--- config.mk ---
export PLATFORM = sky130hd
export DESIGN_NAME = logic_trace_renderer
export DESIGN_NICKNAME = d
export VERILOG_FILES = /design/src/rtl/trace_video_pkg.sv /design/src/rtl/trace_sample_ram.sv /design/src/rtl/logic_trace_renderer.sv
export SDC_FILE = /design/constraint.sdc
export NUM_CORES = 1
export LEC_CHECK = 0
export ABC_CLOCK_PERIOD_IN_PS = 2750
export CAP_MARGIN = 25
export CORE_MARGIN = 5
export CORE_UTILIZATION = 30
export CTS_BUF_LIST = sky130_fd_sc_hd__clkbuf_2 sky130_fd_sc_hd__clkbuf_4 sky130_fd_sc_hd__clkbuf_8
export CTS_CLUSTER_DIAMETER = 40
export DETAILED_ROUTE_END_ITERATION = 10
export GPL_TIMING_DRIVEN = 0
export SYNTH_ARGS = -nofsm -noshare
export SYNTH_HDL_FRONTEND = slang
export SYNTH_SLANG_ARGS = --single-unit
--- constraint.sdc ---
create_clock -name clock -period 2.75 [get_ports clock]
set_input_delay 0.275 -clock clock [delete_from_list [all_inputs] [get_ports clock]]
set_output_delay 0.275 -clock clock [all_outputs]
set_load 0.005 [all_outputs]
--- src/rtl/trace_video_pkg.sv ---
// Shared types and constants for the logic-trace video renderer.
package trace_video_pkg;

  // Reference 1280x720 totals; each renderer instance derives its own from its parameters.
  localparam int HTOTAL  = 40 + 220 + 1280 + 110;
  localparam int VTOTAL  = 5 + 20 + 720 + 5;

  // Counter widths cover totals up to 4096 in either direction.
  localparam int H_CNT_W = 12;
  localparam int V_CNT_W = 12;

  typedef logic [H_CNT_W-1:0] hcount_t;
  typedef logic [V_CNT_W-1:0] vcount_t;
  typedef logic [23:0]        rgb_t;

  localparam rgb_t COLOUR_TRACE = 24'hFFFFFF;
  localparam rgb_t COLOUR_BG    = 24'h202020;
  localparam rgb_t COLOUR_GUIDE = 24'h404040;
  localparam rgb_t COLOUR_BLANK = 24'h000000;

  // Per-pixel control that travels alongside the RAM read.
  typedef struct packed {
    logic    hsync;
    logic    vsync;
    logic    de;
    logic    col_ok;    // column holds a displayed sample
    logic    first_px;  // leftmost pixel of its column
    logic    col_nz;    // column index is not zero
    vcount_t row;       // active-area row
  } pix_ctl_t;

  // Final colour priority: blanking, trace, baseline guide, background.
  function automatic rgb_t pick_colour(input logic de, input logic trace, input logic guide);
    if (!de)   return COLOUR_BLANK;
    if (trace) return COLOUR_TRACE;
    if (guide) return COLOUR_GUIDE;
    return COLOUR_BG;
  endfunction

endpackage

--- src/rtl/trace_sample_ram.sv ---
// Simple dual-port sample store: one write port, one registered read port.
// A read of the slot being written in the same cycle returns the old contents.
module trace_sample_ram #(
  parameter int WIDTH = 4,
  parameter int DEPTH = 256,
  parameter int AW    = $clog2(DEPTH)
) (
  input  logic             clock,
  input  logic             wr_en,
  input  logic [AW-1:0]    wr_addr,
  input  logic [WIDTH-1:0] wr_data,
  input  logic [AW-1:0]    rd_addr,
  output logic [WIDTH-1:0] rd_data
);

  logic [WIDTH-1:0] mem [DEPTH];
  logic [WIDTH-1:0] rd_data_q;

  // Write and read in one process so a colliding read sees the pre-write value
  always_ff @(posedge clock) begin
    if (wr_en) mem[wr_addr] <= wr_data;
    rd_data_q <= mem[rd_addr];
  end

  assign rd_data = rd_data_q;

endmodule

--- src/rtl/logic_trace_renderer.sv ---
// Captures CHANNELS logic levels into a circular buffer and renders them as
// logic-analyser lanes inside a parametrised video timing frame.
module logic_trace_renderer
  import trace_video_pkg::*;
#(
  parameter int HSYNC          = 40,
  parameter int HBACK          = 220,
  parameter int HACTIVE        = 1280,
  parameter int HFRONT         = 110,
  parameter int VSYNC          = 5,
  parameter int VBACK          = 20,
  parameter int VACTIVE        = 720,
  parameter int VFRONT         = 5,
  parameter int CHANNELS       = 4,
  parameter int DEPTH          = 256,
  parameter int PIX_PER_SAMPLE = 4,
  parameter int LANE_TOP       = 100,
  parameter int LANE_PITCH     = 100,
  parameter int TRACE_HEIGHT   = 64
) (
  input  logic                clock,
  input  logic                reset,
  input  logic                sample_valid,
  input  logic [CHANNELS-1:0] sample_data,
  input  logic                freeze,
  output logic [23:0]         video_data,
  output logic                video_de,
  output logic                video_hsync,
  output logic                video_vsync
);

  localparam int      AW        = $clog2(DEPTH);
  localparam int      PIX_SHIFT = $clog2(PIX_PER_SAMPLE);
  localparam hcount_t H_LAST    = hcount_t'(HSYNC + HBACK + HACTIVE + HFRONT - 1);
  localparam vcount_t V_LAST    = vcount_t'(VSYNC + VBACK + VACTIVE + VFRONT - 1);
  localparam hcount_t H_SYNC_E  = hcount_t'(HSYNC);
  localparam vcount_t V_SYNC_E  = vcount_t'(VSYNC);
  localparam hcount_t H_ACT0    = hcount_t'(HSYNC + HBACK);
  localparam vcount_t V_ACT0    = vcount_t'(VSYNC + VBACK);
  localparam hcount_t H_ACT_E   = hcount_t'(HSYNC + HBACK + HACTIVE);
  localparam vcount_t V_ACT_E   = vcount_t'(VSYNC + VBACK + VACTIVE);
  localparam hcount_t PIX_MASK  = hcount_t'(PIX_PER_SAMPLE - 1);
  localparam hcount_t DEPTH_H   = hcount_t'(DEPTH);
  localparam logic [AW:0] FILL_FULL = (AW+1)'(DEPTH);

  function automatic logic [AW:0] sat_inc(input logic [AW:0] v);
    return (v == FILL_FULL) ? v : v + (AW+1)'(1);
  endfunction

  function automatic vcount_t lane_top(input int c);
    return vcount_t'(LANE_TOP + c * LANE_PITCH);
  endfunction

  function automatic vcount_t lane_bot(input int c);
    return vcount_t'(LANE_TOP + c * LANE_PITCH + TRACE_HEIGHT);
  endfunction

  hcount_t             hcount_q, hcount_d;
  vcount_t             vcount_q, vcount_d;
  logic [AW-1:0]       wr_ptr_q, wr_ptr_d;
  logic [AW-1:0]       base_q, base_d;
  logic [AW:0]         fill_q, fill_d;
  logic [AW:0]         shown_q, shown_d;
  logic                wr_en;
  hcount_t             x, column;
  vcount_t             y;
  logic [AW-1:0]       rd_addr_p1_q, rd_addr_p1_d;
  pix_ctl_t            ctl_p1_q, ctl_p1_d, ctl_p2_q;
  logic [CHANNELS-1:0] rd_data_p2;
  logic [CHANNELS-1:0] prev_q, prev_d;
  logic                trace_hit, guide_hit;
  rgb_t                video_data_q, video_data_d;
  logic                de_q, hsync_q, vsync_q;

  // Stage 0: timing counters, capture bookkeeping and the once-per-frame display window
  always_comb begin
    hcount_d = (hcount_q == H_LAST) ? '0 : hcount_q + hcount_t'(1);
    vcount_d = vcount_q;
    if (hcount_q == H_LAST) vcount_d = (vcount_q == V_LAST) ? '0 : vcount_q + vcount_t'(1);
    wr_en    = sample_valid && !freeze;
    wr_ptr_d = wr_en ? wr_ptr_q + (AW)'(1) : wr_ptr_q;
    fill_d   = wr_en ? sat_inc(fill_q) : fill_q;
    base_d   = base_q;
    shown_d  = shown_q;
    if (hcount_q == '0 && vcount_q == '0) begin
      // Once the buffer has wrapped, the oldest sample sits at the write pointer.
      base_d  = (fill_q == FILL_FULL) ? wr_ptr_q : '0;
      shown_d = fill_q;
    end
  end

  // Stage 1: active-area coordinates, sample column and buffer read address
  always_comb begin
    x                 = hcount_q - H_ACT0;
    y                 = vcount_q - V_ACT0;
    column            = x >> PIX_SHIFT;
    ctl_p1_d.hsync    = hcount_q < H_SYNC_E;
    ctl_p1_d.vsync    = vcount_q < V_SYNC_E;
    ctl_p1_d.de       = (hcount_q >= H_ACT0) && (hcount_q < H_ACT_E) &&
                        (vcount_q >= V_ACT0) && (vcount_q < V_ACT_E);
    ctl_p1_d.col_ok   = (column < hcount_t'(shown_q)) && (column < DEPTH_H);
    ctl_p1_d.first_px = (x & PIX_MASK) == '0;
    ctl_p1_d.col_nz   = column != '0;
    ctl_p1_d.row      = y;
    rd_addr_p1_d      = base_q + column[AW-1:0];
  end

  trace_sample_ram #(
    .WIDTH (CHANNELS),
    .DEPTH (DEPTH),
    .AW    (AW)
  ) u_ram (
    .clock   (clock),
    .wr_en   (wr_en),
    .wr_addr (wr_ptr_q),
    .wr_data (sample_data),
    .rd_addr (rd_addr_p1_q),
    .rd_data (rd_data_p2)
  );

  // Stage 2: compose the pixel from the sample bits and the previous column's bits
  always_comb begin
    trace_hit = 1'b0;
    guide_hit = 1'b0;
    for (int c = 0; c < CHANNELS; c++) begin
      if (ctl_p2_q.col_ok) begin
        if (rd_data_p2[c] && ctl_p2_q.row == lane_top(c))  trace_hit = 1'b1;
        if (!rd_data_p2[c] && ctl_p2_q.row == lane_bot(c)) trace_hit = 1'b1;
        if (ctl_p2_q.first_px && ctl_p2_q.col_nz && (rd_data_p2[c] != prev_q[c]) &&
            ctl_p2_q.row >= lane_top(c) && ctl_p2_q.row <= lane_bot(c)) trace_hit = 1'b1;
      end
      if (ctl_p2_q.row == lane_bot(c)) guide_hit = 1'b1;
    end
    video_data_d = pick_colour(ctl_p2_q.de, trace_hit, guide_hit);
    prev_d       = ctl_p2_q.first_px ? rd_data_p2 : prev_q;
  end

  // Control and output registers: cleared by reset so the frame restarts cleanly
  always_ff @(posedge clock) begin
    if (reset) begin
      hcount_q     <= '0;
      vcount_q     <= '0;
      wr_ptr_q     <= '0;
      fill_q       <= '0;
      base_q       <= '0;
      shown_q      <= '0;
      ctl_p1_q     <= '0;
      ctl_p2_q     <= '0;
      video_data_q <= '0;
      de_q         <= 1'b0;
      hsync_q      <= 1'b0;
      vsync_q      <= 1'b0;
    end else begin
      hcount_q     <= hcount_d;
      vcount_q     <= vcount_d;
      wr_ptr_q     <= wr_ptr_d;
      fill_q       <= fill_d;
      base_q       <= base_d;
      shown_q      <= shown_d;
      ctl_p1_q     <= ctl_p1_d;
      ctl_p2_q     <= ctl_p1_q;
      video_data_q <= video_data_d;
      de_q         <= ctl_p2_q.de;
      hsync_q      <= ctl_p2_q.hsync;
      vsync_q      <= ctl_p2_q.vsync;
    end
  end

  // Datapath registers; everything they feed is qualified by reset-cleared control
  always_ff @(posedge clock) begin
    rd_addr_p1_q <= rd_addr_p1_d;
    prev_q       <= prev_d;
  end

  assign video_data  = video_data_q;
  assign video_de    = de_q;
  assign video_hsync = hsync_q;
  assign video_vsync = vsync_q;

endmodule

### Word-level counts from Yosys, hierarchy flattened

Memories as Yosys holds them, arrays and structs flattened. A register that Yosys moved wholly into a read port is not among the register bits.
Index checks and enable logic that the tools add are counted.

| storage, ports and cells | value |
|---|---|
| flip-flop bits (word level) | 133 |
| memories kept | 1 |
| RAM bits | 1,024 |
| bits of input ports | 8 |
| word-level logic and storage cells | 139 |
| output and inout port bits | 27 |

Memories:

| name | depth | bits a word | rd ports | clocked after memory_dff | write ports | line | text |
|---|---|---|---|---|---|---|---|
| u_ram.mem | 256 | 4 | 1 | 1 | 1 | trace_sample_ram.sv:16 | `logic [WIDTH-1:0] mem [DEPTH];` |

| cells by class | value |
|---|---|
| order comparisons | 16 |
| equal/unequal tests | 15 |
| reduce and logical (&&, ||, !) cells | 38 |
| add/subtract/negate cells | 7 |
| muxes and demuxes | 35 |
| bitwise logic cells | 1 |

Operators with widths:

| cell | count |
|---|---|
| 24-bit 2-to-1 mux | 6 |
| 12-bit by 9-bit equality test with 1-bit output (second input constant) | 5 |
| 12-bit by 9-bit greater-or-equal comparator with 1-bit output (second input constant) | 3 |
| 12-bit by 9-bit less-or-equal comparator with 1-bit output (second input constant) | 3 |
| 12-bit logical NOT | 3 |
| 1-bit logical AND | 27 |
| 1-bit 2-to-1 mux | 27 |
| 12-bit by 1-bit adder with 12-bit output (second input constant) | 2 |
| 12-bit by 8-bit equality test with 1-bit output (second input constant) | 2 |
| 12-bit by 10-bit equality test with 1-bit output (second input constant) | 1 |
| 12-bit by 11-bit equality test with 1-bit output (second input constant) | 1 |
| 12-bit by 7-bit equality test with 1-bit output (second input constant) | 1 |
| 12-bit by 5-bit greater-or-equal comparator with 1-bit output (second input constant) | 1 |
| 12-bit by 7-bit greater-or-equal comparator with 1-bit output (second input constant) | 1 |
| 12-bit by 8-bit greater-or-equal comparator with 1-bit output (second input constant) | 1 |
| 12-bit by 8-bit less-or-equal comparator with 1-bit output (second input constant) | 1 |
| 12-bit by 10-bit < comparator with 1-bit output (second input constant) | 1 |
| 12-bit by 11-bit < comparator with 1-bit output (second input constant) | 1 |
| 12-bit by 3-bit < comparator with 1-bit output (second input constant) | 1 |
| 12-bit by 6-bit < comparator with 1-bit output (second input constant) | 1 |
| 12-bit 2-to-1 mux | 1 |
| 12-bit nonzero test | 1 |
| 12-bit by 5-bit subtractor with 12-bit output (second input constant) | 1 |
| 12-bit by 9-bit subtractor with 12-bit output (second input constant) | 1 |
| 12 further kinds | 19 |

### Logic depth before layout (Yosys ltp)

| logic depth | value |
|---|---|
| depth after elaboration | 25 |
| mapped depth | 11 |
| gate-level depth less buffers | 11 |

### Modules after synthesis

From an unflattened synthesis, not the netlist that was laid out.

| unflattened totals | value |
|---|---|
| cells, all modules | 2,666 |
| area, all modules | 46,106.7 µm² |

Modules (own cells, without submodules):

| module | times used | cells each | area each (µm²) | seq. area each (µm²) |
|---|---|---|---|---|
| trace_sample_ram | 1 | 2,051 | 40,675.3 | 30,829.6 |
| logic_trace_renderer | 1 | 615 | 5,431.5 | 2,282.2 |

### Worst setup path before layout

OpenSTA, ideal clock, no wires.

| timing path | value |
|---|---|
| path kind | reg-to-reg |
| from | reg rd_addr_p1_q[0] |
| to | reg u_ram.rd_data_q[2], in the netlist u_ram.rd_data[2] (read register of u_ram.mem) |
| arrival | 2.012 ns |
| required time | 2.629 ns |
| library setup time | 0.121 ns |
| setup slack | 0.617 ns |
| path buffers | 4 |
| cell stages (with the launch flop) | 10 |
| cells stage by stage | dfxtp_1 buf_6 buf_6 buf_6 buf_4 mux4_2 a221oi_1 nor3_1 a21oi_1 nand3_1 |

RTL lines:

| element | line | text |
|---|---|---|
| start: declaration | logic_trace_renderer.sv:67 | `logic [AW-1:0] rd_addr_p1_q, rd_addr_p1_d;` |
| start signal: assignment | logic_trace_renderer.sv:171 | `rd_addr_p1_q <= rd_addr_p1_d;` |
| end: declaration | trace_sample_ram.sv:17 | `logic [WIDTH-1:0] rd_data_q;` |

==> run metrics <==
Mean Syn Cell Area=approximately 17 um^2; most instantiated flip-flop cell in the synthesis netlist=edfxtp_1; share of Yosys cell area claimed by the top area cell type=0.669; most common cell in the synthesized netlist=edfxtp_1; delay of the slowest cell on the worst path=around 0.36 ns; Cells after Synth=around 2700; maximum ir drop on the vdd rail=about 0.00042 V; Starting Density=0.303; leakage=roughly 0.018 uW; sum of routed wire length over all layers=133000 um; clock tree from TritonCTS=built; clock transition at the registers of the reported paths=about 0.06 ns; share of the clock period used by the worst path=1.09; die height=~400 um; clock buffer count from CTS=180; sequential power share=0.528; GR Overflow Total=0; Power Density=about 660 nW/um^2; total DRC errors in the routed layout=0; Post-Syn Area=46100 um^2; largest cells by area after synthesis=edfxtp_1 (67%), mux4_2 (10%), dfxtp_1 (4.9%); top achievable clock speed=approximately 330 MHz; final hold violation count=0; Die X-Extent=402 um; final design area excluding fillers=about 54000 um^2; worst-case clock skew=between 0.06 and 0.07 ns; kind of critical path=reg -> reg; total of flip-flops plus latches after synthesis=1140; Fin Hold WS=between 0.15 and 0.2 ns; Syn. warnings=0; filler cell count in the final layout=14400; library cell with the largest summed area after synthesis=edfxtp_1; number of enable-type register cells in the synthesized netlist=1028; DR vias/cell=5.14; post-placement cell count=roughly 4700; endpoint required time on the critical path=approximately 3.4 ns; synthesized netlist net count=roughly 2700; count of buffers from port buffering=34; number of max-cap violations=0; routability cong.=0.871; result of the run=finished, violations left; Post-Route Setup TNS=-0.794 ns; first-pass GRT wire length=roughly 190000 um; part of the Yosys area used for sequential elements=0.718; total power=between 30000 and 40000 uW; TritonCTS sink count=around 1100; Least-Margin Pin Slew=between 1 and 1.5 ns; Routed Antenna Nets=0; top-level port count=35; critical path, cell by cell=buf_6 > buf_8 > buf_8 > buf_8 > mux4_2 > mux2i_2 > a22oi_1 > nand4_1 > nand4_1; vias after detailed routing=between 20000 and 30000; final setup slack of the worst path=-0.256 ns; Setup violations, final=4; synthesis-to-layout area growth=17.9%; count of distinct cell types in the synthesized netlist=71; clock network fraction of design power=0.400; Switching Fraction=0.241; pin count of the biggest net entering global routing=160; First DRT Iteration DRCs=between 3000 and 4000; total number of placement rows=143; placed wire-length estimate=approximately 87000 um; RSZ-0062 raised after global routing=true; Final Max Slew Viols=0; combinational share of power=0.072; maximum number of buffers from clock root to sink=3; clock latency reported for the late side of the worst-skew pair=between 0.9 and 1 ns; Most Frequent Cell on Critical Path=buf_8; async set or reset register ratio after synthesis=0; Max-slew headroom=0.224; worst min-delay path category=in -> reg; number of H-tree branching levels=4; highest net fanout along the worst path=10; critical path arrival=~3.6 ns; Slowest-stage cell, CP=mux4_2; DIE AREA=between 150000 and 200000 um^2; placeable core area=around 150000 um^2; most frequent cells after synthesis=edfxtp_1 (1028), nor2_1 (333), mux4_2 (211); shortest clock period the worst path allows after layout=3.01 ns; Int Power=between 20000 and 30000 uW; violated checks=setup timing; vias in the first global route=roughly 26000; average detailed-routed wire length per instance=roughly 26 um; P_sw=approximately 8700 uW; number of antenna violations at the first check in global routing=3; first-pass iteration count of the detailed router=6; final instance count without filler cells=5098; root cell of the clock tree=clkbuf_8; element type at the critical path start=flip-flop; category of the worst setup path capture point=flip-flop; total global-route track usage=0.161; Post-Place Cell Area=between 40000 and 50000 um^2; nets=~3000; share of post-route cells with drive strength above 1=0.273
-- logic make-up (layout without fill, tap and decap cells) --
family | count (synthesis) | count (layout) | synth area share
compound gates | 229 | 229 | 0.0336
xor+xnor | 50 | 50 | 0.00949
fa+ha+maj | 33 | 33 | 0.00911
buf+inv | 219 | 613 | 0.0259
flops | 1140 | 1140 | 0.718
mux | 343 | 343 | 0.138
other cells | 0 | 3 | 0
simple gates | 657 | 657 | 0.0658
-- flip-flops by register name, summed over array words and instances (netlist names), 3 cells and up --
register,flops
u_ram.rd_data,4
rd_addr_p1_q,8
ctl_p1_q,18
ctl_p2_q,18
fill_q,9
u_ram.mem,1024
prev_q,4
vcount_q,12
base_q,8
hcount_q,12
wr_ptr_q,8
shown_q,9
video_data,3
-- metrics by stage --
step / setup slack, ns / utilization
6_report: -0.256 / 0.357
5_1_grt: -0.228 / 0.357
4_1_cts: -0.183 / 0.355
3_3_place_gp: -5.88 / 0.321
3_5_place_dp: -1.46 / 0.323
2_1_floorplan: 0.617 / -
-- final timing paths --
| check | from | end | slack (ns) | cells after the start |
|---|---|---|---|---|
| worst max register to register | rd_addr_p1_q[1] | u_ram.rd_data[3] | -0.26 | 9 |
| worst min-delay path | reset | hcount_q[11] | 0.19 | 3 |
| worst max-delay path | rd_addr_p1_q[1] | u_ram.rd_data[3] | -0.26 | 9 |
| worst min register to register | ctl_p1_q[15] | ctl_p2_q[15] | 0.44 | 1 |
-- per-layer routing --
| layer | part of all wire | wire [um] | GRT usage | up-vias |
|---|---|---|---|---|
| li1 | - | - | - | 11000 |
| met1 | 0.40 | 53700 | 0.214 | 13600 |
| met2 | 0.47 | 62900 | 0.256 | 1320 |
| met3 | 0.089 | 11800 | 0.0396 | 274 |
| met4 | 0.037 | 4980 | 0.0628 | 0 |
| met5 | 0 | 0 | 0 | - |
-- critical path, delay by kind of cell (launching register included) --
kind / cells / cell delay [ns]
muxes: 2 / 0.63
AOI/OAI and AO/OA: 1 / 0.17
and+or+nand+nor: 2 / 0.59
buffers and inverters: 4 / 0.99
DFF: 1 / 0.32
-- cells in the final DEF, fill, tap and decap left out, types with 24 or more instances in the layout --
cell / instances
o22ai_1: 29
xor2_1: 24
o21ai_0: 29
clkinv_1: 48
clkbuf_8: 186
xnor2_1: 25
ha_1: 30
nor2_2: 64
a21oi_1: 56
nand3_1: 50
inv_1: 31
clkbuf_4: 67
buf_8: 25
nand2_1: 102
nor2b_1: 31
dfxtp_1: 108
mux4_2: 214
clkbuf_1: 52
clkdlybuf4s50_1: 30
nor2_1: 264
mux2i_1: 88
buf_4: 50
edfxtp_1: 1028
-- power groups by stage --
stage	sequential [uW]	combinational, uW	clock [uW]
final	19000	2580	14400
after global routing	19000	2680	15400
after CTS	19000	2520	14600
after detailed placement	19400	2240	0
after global placement	19500	2190	0
after floorplan	19300	1190	0
-- area by class of cell --
type	instances	area, um^2	share of cell area
diodes	3	7.51	0.000138
multi-input cells	1312	12500	0.230
flip-flops and latches	1140	33100	0.609
plain buffers	185	1650	0.0303
repair buffers	69	888	0.0163
clock buffers	240	2950	0.0543
clock inverters	88	607	0.0112
well taps	2030	2540	0.0467
inverters	31	116	0.00214
-- repair_timing --
| item | CTS | global route |
|---|---|---|
| setup endpoints to repair | 719 | 302 |
| cloned | 3 | 0 |
| setup buffers | 10 | 5 |
| pin swaps | 11 | 9 |
| endpoints found under the hold margin | 429 | 0 |
| gates resized for setup | 281 | 74 |
| hold buffers | 4 | 0 |
Note: power is estimated with default switching activity, not from simulation.
